**config.mk**
```make
export PLATFORM = sky130hd
export DESIGN_NAME = fft_onboard_top
export DESIGN_NICKNAME = d
export VERILOG_FILES = /design/src/rtl/fft_onboard_top.sv
export SDC_FILE = /design/constraint.sdc
export NUM_CORES = 2
export LEC_CHECK = 0
export CAP_MARGIN = 10
export CORE_MARGIN = 5
export CORE_UTILIZATION = 50
export CTS_BUF_LIST = sky130_fd_sc_hd__clkbuf_8
export CTS_CLUSTER_DIAMETER = 150
export DETAILED_ROUTE_END_ITERATION = 7
export PLACE_DENSITY_LB_ADDON = 0.08
export SYNTH_ARGS = -nofsm -noshare
export SYNTH_HDL_FRONTEND = slang
export SYNTH_SLANG_ARGS = --single-unit
```
**constraint.sdc**
```tcl
create_clock -name clk -period 6.7 [get_ports clk]
set_input_delay 1.34 -clock clk [delete_from_list [all_inputs] [get_ports clk]]
set_output_delay 1.34 -clock clk [all_outputs]
set_load 0.05 [all_outputs]
```
**src/rtl/fft_onboard_top.sv**
```systemverilog
// On-board self-test for a serial 4-point DFT core: LFSR stimulus, core, independent checker.
// Optional build macro FFT_ERR_INJECT_EN corrupts X2.re bit 0 of frame 5 to prove the checker.
module fft_onboard_top #(
  parameter int          NUM_FRAMES = 256,
  parameter int          DATA_W     = 16,
  parameter logic [31:0] LFSR_SEED  = 32'hACE11234
) (
  input  logic clk,
  input  logic rstn,
  input  logic i_start_test,
  output logic o_err,
  output logic o_chk_finished
);

  localparam int            OW         = DATA_W + 2;
  localparam int            NS         = 4 * NUM_FRAMES;
  localparam int            CW         = $clog2(NS) + 1;
  localparam logic [CW-1:0] LAST_SMP   = CW'(NS - 1);
  localparam logic [CW-1:0] DRAIN_LAST = CW'(4);

  typedef enum logic [1:0] {S_IDLE, S_RUN, S_DRAIN, S_FIN} state_t;

  state_t                     r_state, w_state_nxt;
  logic                       r_start_q, r_start_prev, r_armed;
  logic                       w_start_edge, w_start_run, w_smp_vld;
  logic [CW-1:0]              r_cnt;
  logic [31:0]                r_lfsr;
  logic signed [DATA_W-1:0]   w_smp_re, w_smp_im;

  // Core state
  logic [1:0]                 r_phase;
  logic signed [DATA_W-1:0]   r_cx_re [3];
  logic signed [DATA_W-1:0]   r_cx_im [3];
  logic signed [OW-1:0]       w_xr [4];
  logic signed [OW-1:0]       w_xi [4];
  logic signed [OW-1:0]       w_bin_re [4];
  logic signed [OW-1:0]       w_bin_im [4];
  logic signed [OW-1:0]       w_x2_re_out;
  logic signed [OW-1:0]       r_bin_re [4];
  logic signed [OW-1:0]       r_bin_im [4];
  logic                       r_emit_start;
  logic [1:0]                 r_oidx;
  logic signed [OW-1:0]       r_out_re, r_out_im;
  logic                       r_out_vld;

  // Checker state
  logic [1:0]                 r_kphase;
  logic signed [DATA_W-1:0]   r_kx_re [3];
  logic signed [DATA_W-1:0]   r_kx_im [3];
  logic signed [OW-1:0]       w_s02_re, w_s02_im, w_d02_re, w_d02_im;
  logic signed [OW-1:0]       w_s13_re, w_s13_im, w_d13_re, w_d13_im;
  logic signed [OW-1:0]       w_exp_re [4];
  logic signed [OW-1:0]       w_exp_im [4];
  logic signed [OW-1:0]       r_kbin_re [4];
  logic signed [OW-1:0]       r_kbin_im [4];
  logic                       r_kemit_start;
  logic [1:0]                 r_kidx;
  logic signed [OW-1:0]       r_exp_re, r_exp_im;
  logic                       r_exp_vld;
  logic                       w_mismatch;

  // Start qualifier: r_armed requires a low to be seen, so a level held through reset cannot start a run.
  always_ff @(posedge clk or negedge rstn) begin
    if (!rstn) begin
      r_start_q    <= 1'b0;
      r_start_prev <= 1'b0;
      r_armed      <= 1'b0;
    end else begin
      // NOTE: sequential state uses non-blocking assignments so every register samples pre-edge values.
      r_start_q    <= i_start_test;
      r_start_prev <= r_start_q;
      r_armed      <= r_armed | ~i_start_test;
    end
  end

  assign w_start_edge = r_start_q & ~r_start_prev & r_armed;
  assign w_start_run  = w_start_edge & ((r_state == S_IDLE) || (r_state == S_FIN));
  assign w_smp_vld    = (r_state == S_RUN);

  always_ff @(posedge clk or negedge rstn) begin
    if (!rstn) r_state <= S_IDLE;
    else       r_state <= w_state_nxt;
  end

  always_comb begin
    // NOTE: default first so every path assigns the next state and no latch is inferred.
    w_state_nxt = r_state;
    case (r_state)
      S_IDLE, S_FIN: if (w_start_run)          w_state_nxt = S_RUN;
      S_RUN:         if (r_cnt == LAST_SMP)    w_state_nxt = S_DRAIN;
      S_DRAIN:       if (r_cnt == DRAIN_LAST)  w_state_nxt = S_FIN;
      default:                                 w_state_nxt = S_IDLE;
    endcase
  end

  // Sample counter in RUN, then 5 drain edges covering the last frame's output and compare.
  always_ff @(posedge clk or negedge rstn) begin
    if (!rstn) begin
      r_cnt          <= '0;
      r_lfsr         <= LFSR_SEED;
      o_chk_finished <= 1'b0;
    end else if (w_start_run) begin
      r_cnt          <= '0;
      r_lfsr         <= LFSR_SEED;
      o_chk_finished <= 1'b0;
    end else begin
      if (r_state == S_RUN) begin
        r_cnt  <= (r_cnt == LAST_SMP) ? '0 : r_cnt + CW'(1);
        r_lfsr <= {r_lfsr[30:0], r_lfsr[31] ^ r_lfsr[21] ^ r_lfsr[1] ^ r_lfsr[0]};
      end else if (r_state == S_DRAIN) begin
        r_cnt <= r_cnt + CW'(1);
        if (r_cnt == DRAIN_LAST) o_chk_finished <= 1'b1;
      end
    end
  end

  assign w_smp_re = DATA_W'($signed(r_lfsr[31:16]));
  assign w_smp_im = DATA_W'($signed(r_lfsr[15:0]));

  // ---------------- DFT core: direct-form sums ----------------
  assign w_xr[0] = OW'(r_cx_re[0]);
  assign w_xr[1] = OW'(r_cx_re[1]);
  assign w_xr[2] = OW'(r_cx_re[2]);
  assign w_xr[3] = OW'(w_smp_re);
  assign w_xi[0] = OW'(r_cx_im[0]);
  assign w_xi[1] = OW'(r_cx_im[1]);
  assign w_xi[2] = OW'(r_cx_im[2]);
  assign w_xi[3] = OW'(w_smp_im);

  assign w_bin_re[0] = w_xr[0] + w_xr[1] + w_xr[2] + w_xr[3];
  assign w_bin_im[0] = w_xi[0] + w_xi[1] + w_xi[2] + w_xi[3];
  assign w_bin_re[1] = w_xr[0] + w_xi[1] - w_xr[2] - w_xi[3];
  assign w_bin_im[1] = w_xi[0] - w_xr[1] - w_xi[2] + w_xr[3];
  assign w_bin_re[2] = w_xr[0] - w_xr[1] + w_xr[2] - w_xr[3];
  assign w_bin_im[2] = w_xi[0] - w_xi[1] + w_xi[2] - w_xi[3];
  assign w_bin_re[3] = w_xr[0] - w_xi[1] - w_xr[2] + w_xi[3];
  assign w_bin_im[3] = w_xi[0] + w_xr[1] - w_xi[2] - w_xr[3];

`ifdef FFT_ERR_INJECT_EN
  logic [2:0] r_frame;

  always_ff @(posedge clk or negedge rstn) begin
    if (!rstn)                                          r_frame <= '0;
    else if (w_start_run)                               r_frame <= '0;
    else if (w_smp_vld && r_phase == 2'd3 && r_frame != 3'd7) r_frame <= r_frame + 3'd1;
  end

  assign w_x2_re_out = w_bin_re[2] ^ {{(OW-1){1'b0}}, (r_frame == 3'd5)};
`else
  assign w_x2_re_out = w_bin_re[2];
`endif

  always_ff @(posedge clk or negedge rstn) begin
    if (!rstn) begin
      // NOTE: these small arrays are plain flops, so they are reset with everything else.
      for (int k = 0; k < 3; k++) begin
        r_cx_re[k] <= '0;
        r_cx_im[k] <= '0;
      end
      for (int k = 0; k < 4; k++) begin
        r_bin_re[k] <= '0;
        r_bin_im[k] <= '0;
      end
      r_phase      <= '0;
      r_emit_start <= 1'b0;
      r_oidx       <= '0;
      r_out_re     <= '0;
      r_out_im     <= '0;
      r_out_vld    <= 1'b0;
    end else begin
      r_emit_start <= 1'b0;
      if (w_start_run) begin
        r_phase <= '0;
      end else if (w_smp_vld) begin
        r_phase <= r_phase + 2'd1;
        case (r_phase)
          2'd0: begin r_cx_re[0] <= w_smp_re; r_cx_im[0] <= w_smp_im; end
          2'd1: begin r_cx_re[1] <= w_smp_re; r_cx_im[1] <= w_smp_im; end
          2'd2: begin r_cx_re[2] <= w_smp_re; r_cx_im[2] <= w_smp_im; end
          default: begin
            r_bin_re[0] <= w_bin_re[0];  r_bin_im[0] <= w_bin_im[0];
            r_bin_re[1] <= w_bin_re[1];  r_bin_im[1] <= w_bin_im[1];
            r_bin_re[2] <= w_x2_re_out;  r_bin_im[2] <= w_bin_im[2];
            r_bin_re[3] <= w_bin_re[3];  r_bin_im[3] <= w_bin_im[3];
            r_emit_start <= 1'b1;
          end
        endcase
      end
      // Serializer: X3 of one frame and X0 of the next land on adjacent cycles.
      if (r_emit_start || r_oidx != 2'd0) begin
        r_out_re  <= r_bin_re[r_oidx];
        r_out_im  <= r_bin_im[r_oidx];
        r_out_vld <= 1'b1;
        r_oidx    <= r_oidx + 2'd1;
      end else begin
        r_out_vld <= 1'b0;
      end
    end
  end

  // ---------------- Checker: radix-2 butterfly form ----------------
  assign w_s02_re = OW'(r_kx_re[0]) + OW'(r_kx_re[2]);
  assign w_s02_im = OW'(r_kx_im[0]) + OW'(r_kx_im[2]);
  assign w_d02_re = OW'(r_kx_re[0]) - OW'(r_kx_re[2]);
  assign w_d02_im = OW'(r_kx_im[0]) - OW'(r_kx_im[2]);
  assign w_s13_re = OW'(r_kx_re[1]) + OW'(w_smp_re);
  assign w_s13_im = OW'(r_kx_im[1]) + OW'(w_smp_im);
  assign w_d13_re = OW'(r_kx_re[1]) - OW'(w_smp_re);
  assign w_d13_im = OW'(r_kx_im[1]) - OW'(w_smp_im);

  assign w_exp_re[0] = w_s02_re + w_s13_re;
  assign w_exp_im[0] = w_s02_im + w_s13_im;
  assign w_exp_re[1] = w_d02_re + w_d13_im;
  assign w_exp_im[1] = w_d02_im - w_d13_re;
  assign w_exp_re[2] = w_s02_re - w_s13_re;
  assign w_exp_im[2] = w_s02_im - w_s13_im;
  assign w_exp_re[3] = w_d02_re - w_d13_im;
  assign w_exp_im[3] = w_d02_im + w_d13_re;

  assign w_mismatch = r_exp_vld && (!r_out_vld || r_out_re != r_exp_re || r_out_im != r_exp_im);

  always_ff @(posedge clk or negedge rstn) begin
    if (!rstn) begin
      for (int k = 0; k < 3; k++) begin
        r_kx_re[k] <= '0;
        r_kx_im[k] <= '0;
      end
      for (int k = 0; k < 4; k++) begin
        r_kbin_re[k] <= '0;
        r_kbin_im[k] <= '0;
      end
      r_kphase      <= '0;
      r_kemit_start <= 1'b0;
      r_kidx        <= '0;
      r_exp_re      <= '0;
      r_exp_im      <= '0;
      r_exp_vld     <= 1'b0;
      o_err         <= 1'b0;
    end else begin
      r_kemit_start <= 1'b0;
      if (w_start_run) begin
        r_kphase <= '0;
      end else if (w_smp_vld) begin
        r_kphase <= r_kphase + 2'd1;
        case (r_kphase)
          2'd0: begin r_kx_re[0] <= w_smp_re; r_kx_im[0] <= w_smp_im; end
          2'd1: begin r_kx_re[1] <= w_smp_re; r_kx_im[1] <= w_smp_im; end
          2'd2: begin r_kx_re[2] <= w_smp_re; r_kx_im[2] <= w_smp_im; end
          default: begin
            for (int k = 0; k < 4; k++) begin
              r_kbin_re[k] <= w_exp_re[k];
              r_kbin_im[k] <= w_exp_im[k];
            end
            r_kemit_start <= 1'b1;
          end
        endcase
      end
      if (r_kemit_start || r_kidx != 2'd0) begin
        r_exp_re  <= r_kbin_re[r_kidx];
        r_exp_im  <= r_kbin_im[r_kidx];
        r_exp_vld <= 1'b1;
        r_kidx    <= r_kidx + 2'd1;
      end else begin
        r_exp_vld <= 1'b0;
      end
      if (w_start_run)     o_err <= 1'b0;
      else if (w_mismatch) o_err <= 1'b1;
    end
  end

endmodule

```
==> metrics.md <==
| Metric | Value |
|---|---|
| Status | `complete, no violations` |
| Unrepaired setup endpoints after global routing | `false` |
| Worst r2r dst | `r_kbin_im[68]$_DFFE_PN0P_` |
| Fmax achieved | `0.199 GHz` |
| Clk sinks | `610` |
| Setup ws final | `1.67 ns` |
| Most frequent cells in the layout | `nand2_1, dfrtp_1, inv_1` |
| Hold_buf cts | `0` |
| Setup tns final | `0 ns` |
| DR vias | `38,300` |
| Clock Skew | `0.0487 ns` |
| Final setup violation count | `0` |
| Total Die Area | `0.106 mm^2` |
| Net count after synthesis | `6,006` |
| Cell area after synthesis | `0.0496 mm^2` |
| Final period utilization | `0.750` |
| WL/cell | `23.8 um` |
| DP Worst Slack | `1.70 ns` |
| Drt first-iter violations | `3,215` |
| Slowest stage delay, CP | `0.62 ns` |
| Buffers & Inverters on Critical Path | `1` |
| Post_cts resized | `0` |
| Pin count of the biggest net entering global routing | `181` |
| Grt ovf | `0` |
| Tightest Pin Transition | `1.10 ns` |
| Hold Vio Cnt, Final | `0` |
| P&R area growth vs syn | `7.22%` |
| Most common cell after layout, fill and taps aside | `nand2_1` |
| Multi-input gate area | `0.0314 mm^2` |
| Sequential Area | `0.0153 mm^2` |
| CTS buffer count | `115` |
| Crit Path Category | `reg -> reg` |
| Critical path's slowest cell | `dfrtp_1` |
| First-pass GRT wire length | `239 mm` |
| Rel. slew slack | `0.270` |
| Dpl hpwl | `124 mm` |
| RD Place Congestion | `0.981` |
| Post-Syn Instances | `5,302` |
| Row cnt | `115` |
| Initial antenna violation count | `4` |
| H-tree depth reported by CTS | `3` |
| Worst R2R Path Depth | `16` |
| Final wirelength | `157 mm` |
| Core area | `0.0984 mm^2` |
| Largest delay share family, worst path | `compound AO/OA/AOI/OAI gates` |
| Fillers | `9,191` |
| First drt pass iteration count | `6` |
| Gr usage total | `0.295` |
| Vias in the first global route | `38,100` |
| Fin nets | `5,919` |
| Top_reg_cell synth | `dfrtp_1` |
| Die Y | `325 um` |
| Crit-path cells | `inv_1 -> fa_1 -> o21bai_1 -> a21oi_1 -> nor2_1 -> o221ai_1 -> o21a_1 -> xor2_1 -> ha_1 -> nand4_1 -> a21oi_1 -> a31oi_1 -> a31oi_1 -> a31oi_1 -> xnor2_1 -> o21ai_0` |
| Via-to-Cell Ratio | `5.81` |
| Initial Utilization | `0.504` |
| CTS tree | `done` |
| Horiz. Die Dim | `325 um` |
| Distinct cells, synth | `104` |
| Critical path's most frequent cell | `a31oi_1` |
| Seq cells post-synth | `610` |
| Final Slew Violations | `0` |
| R2R setup slack | `1.67 ns` |
| Req. time, crit path | `7.36 ns` |
| EDFF count, synth | `0` |
| Root Buffer | `clkbuf_8` |
| Cell area after layout | `0.0532 mm^2` |
| WHS | `0.386 ns` |
| Sequential share of the synthesized area | `0.308` |
| Fraction of registers with async set/reset | `1.00` |
| CP arrival | `5.68 ns` |
| Worst-Skew Late Latency | `0.80 ns` |
| Worst R2R Start | `r_lfsr[1]$_DFFE_PN0P_` |
| # DRC | `0` |
| Tmin final | `5.03 ns` |
| Area after DPL | `0.0506 mm^2` |
| Hold Startpoint | `r_start_q$_DFF_PN0_` |
| Layout cells sized above 1 | `0.0847` |
| Average size of a mapped cell | `9.35 um^2` |
| Max-cap viol count | `0` |
| Clock-pin slew on the worst setup and hold paths | `0.07 ns` |
| Hold crit path type | `reg -> reg` |
| CP startpoint kind | `register` |
| Clock Path Buffers | `3` |
| Crit end category | `register` |
| Hold path endpoint | `r_start_prev$_DFF_PN0_` |
| Max FO, Critical Path | `13` |
| Ports | `5` |
| Synth warn | `0` |
| Worst Hold Depth | `0` |
| Post-route ant nets | `0` |
| PortBufs | `4` |
| # Post-CTS Setup Buffers | `0` |
-- metrics by stage --
step | std cells | utilization
5_1_grt | 6599 | 0.540
4_1_cts | 6597 | 0.540
6_report | 6601 | 0.540
3_5_place_dp | 6385 | 0.514
2_1_floorplan | 5302 | -
3_3_place_gp | 6385 | 0.514
-- worst max-delay path by stage --
stage	end	cells after the start	slack [ns]	from
2_1_floorplan	r_kbin_im[52]$_DFFE_PN0P_	18	2.60	r_lfsr[21]$_DFFE_PN1P_
3_3_place_gp	r_kbin_im[68]$_DFFE_PN0P_	16	1.73	r_lfsr[1]$_DFFE_PN0P_
3_5_place_dp	r_kbin_im[52]$_DFFE_PN0P_	17	1.70	r_lfsr[17]$_DFFE_PN0P_
4_1_cts	r_kbin_re[34]$_DFFE_PN0P_	16	1.68	r_lfsr[17]$_DFFE_PN0P_
5_1_grt	r_kbin_re[34]$_DFFE_PN0P_	16	1.29	r_lfsr[17]$_DFFE_PN0P_
6_report	r_kbin_im[68]$_DFFE_PN0P_	16	1.67	r_lfsr[1]$_DFFE_PN0P_
-- metal layers --
metal	vias up	share of wire	global-route usage
met5	-	0	0
met4	0	0.038	0.0980
met3	229	0.048	0.0338
met2	1102	0.46	0.474
met1	19000	0.46	0.421
li1	18000	-	-
-- registers in the layout (all words and copies together), names as in the netlist, 2 cells and up --
register / cells
r_bin_im: 72
r_bin_re: 72
r_cnt: 11
r_cx_im: 48
r_cx_re: 48
r_exp_im: 18
r_exp_re: 18
r_kbin_im: 70
r_kbin_re: 70
r_kidx: 2
r_kphase: 2
r_kx_im: 48
r_kx_re: 48
r_lfsr: 32
r_oidx: 2
r_out_im: 18
r_out_re: 18
r_phase: 2
r_state: 2
-- Yosys cell counts (all sizes together) (43+ instances only) --
cell    number  area (um^2)
mux4        70         1580
mux2        76          856
a211oi      45          353
xnor2      235         2060
nor2b       48          300
nor3        91          465
nand2b      57          357
dfrtp      597        14900
fa         280         5610
o21bai      56          420
o21ai      555         2790
clkbuf     150          563
buf         88          450
ha         421         5270
nand3       64          325
xor2       117         1020
a21oi      249         1250
inv        517         1940
o21a        46          345
nand2      620         2330
nor2       294         1110
a21o        80          601
o211ai      43          333
-- layout make-up --
| class | instances | share of cell area |
|---|---|---|
| Sequential cell | 610 | 0.287 |
| Multi-Input combinational cell | 3935 | 0.591 |
| Inverter | 519 | 0.0366 |
| Clock inverter | 61 | 0.00927 |
| Clock buffer | 151 | 0.0391 |
| Tap cell | 1287 | 0.0303 |
| Antenna cell | 4 | 0.000188 |
| Timing Repair Buffer | 34 | 0.00626 |
-- logic make-up (layout without fill, tap and decap cells) --
logic type,count (synthesis),after routing,share of synthesized area
xor gates and xnor gates,352,352,0.0622
adders and majority gates,701,701,0.219
other,0,4,0
DFF,610,610,0.308
buffers and inverters,757,765,0.0597
AOI/OAI and AO/OA,1334,1334,0.170
and+or+nand+nor,1369,1369,0.125
muxes,179,179,0.0557
Power is left out: the tool's default activity adds up to more than one toggle a clock period on the data nets, which glitch-free logic cannot reach.
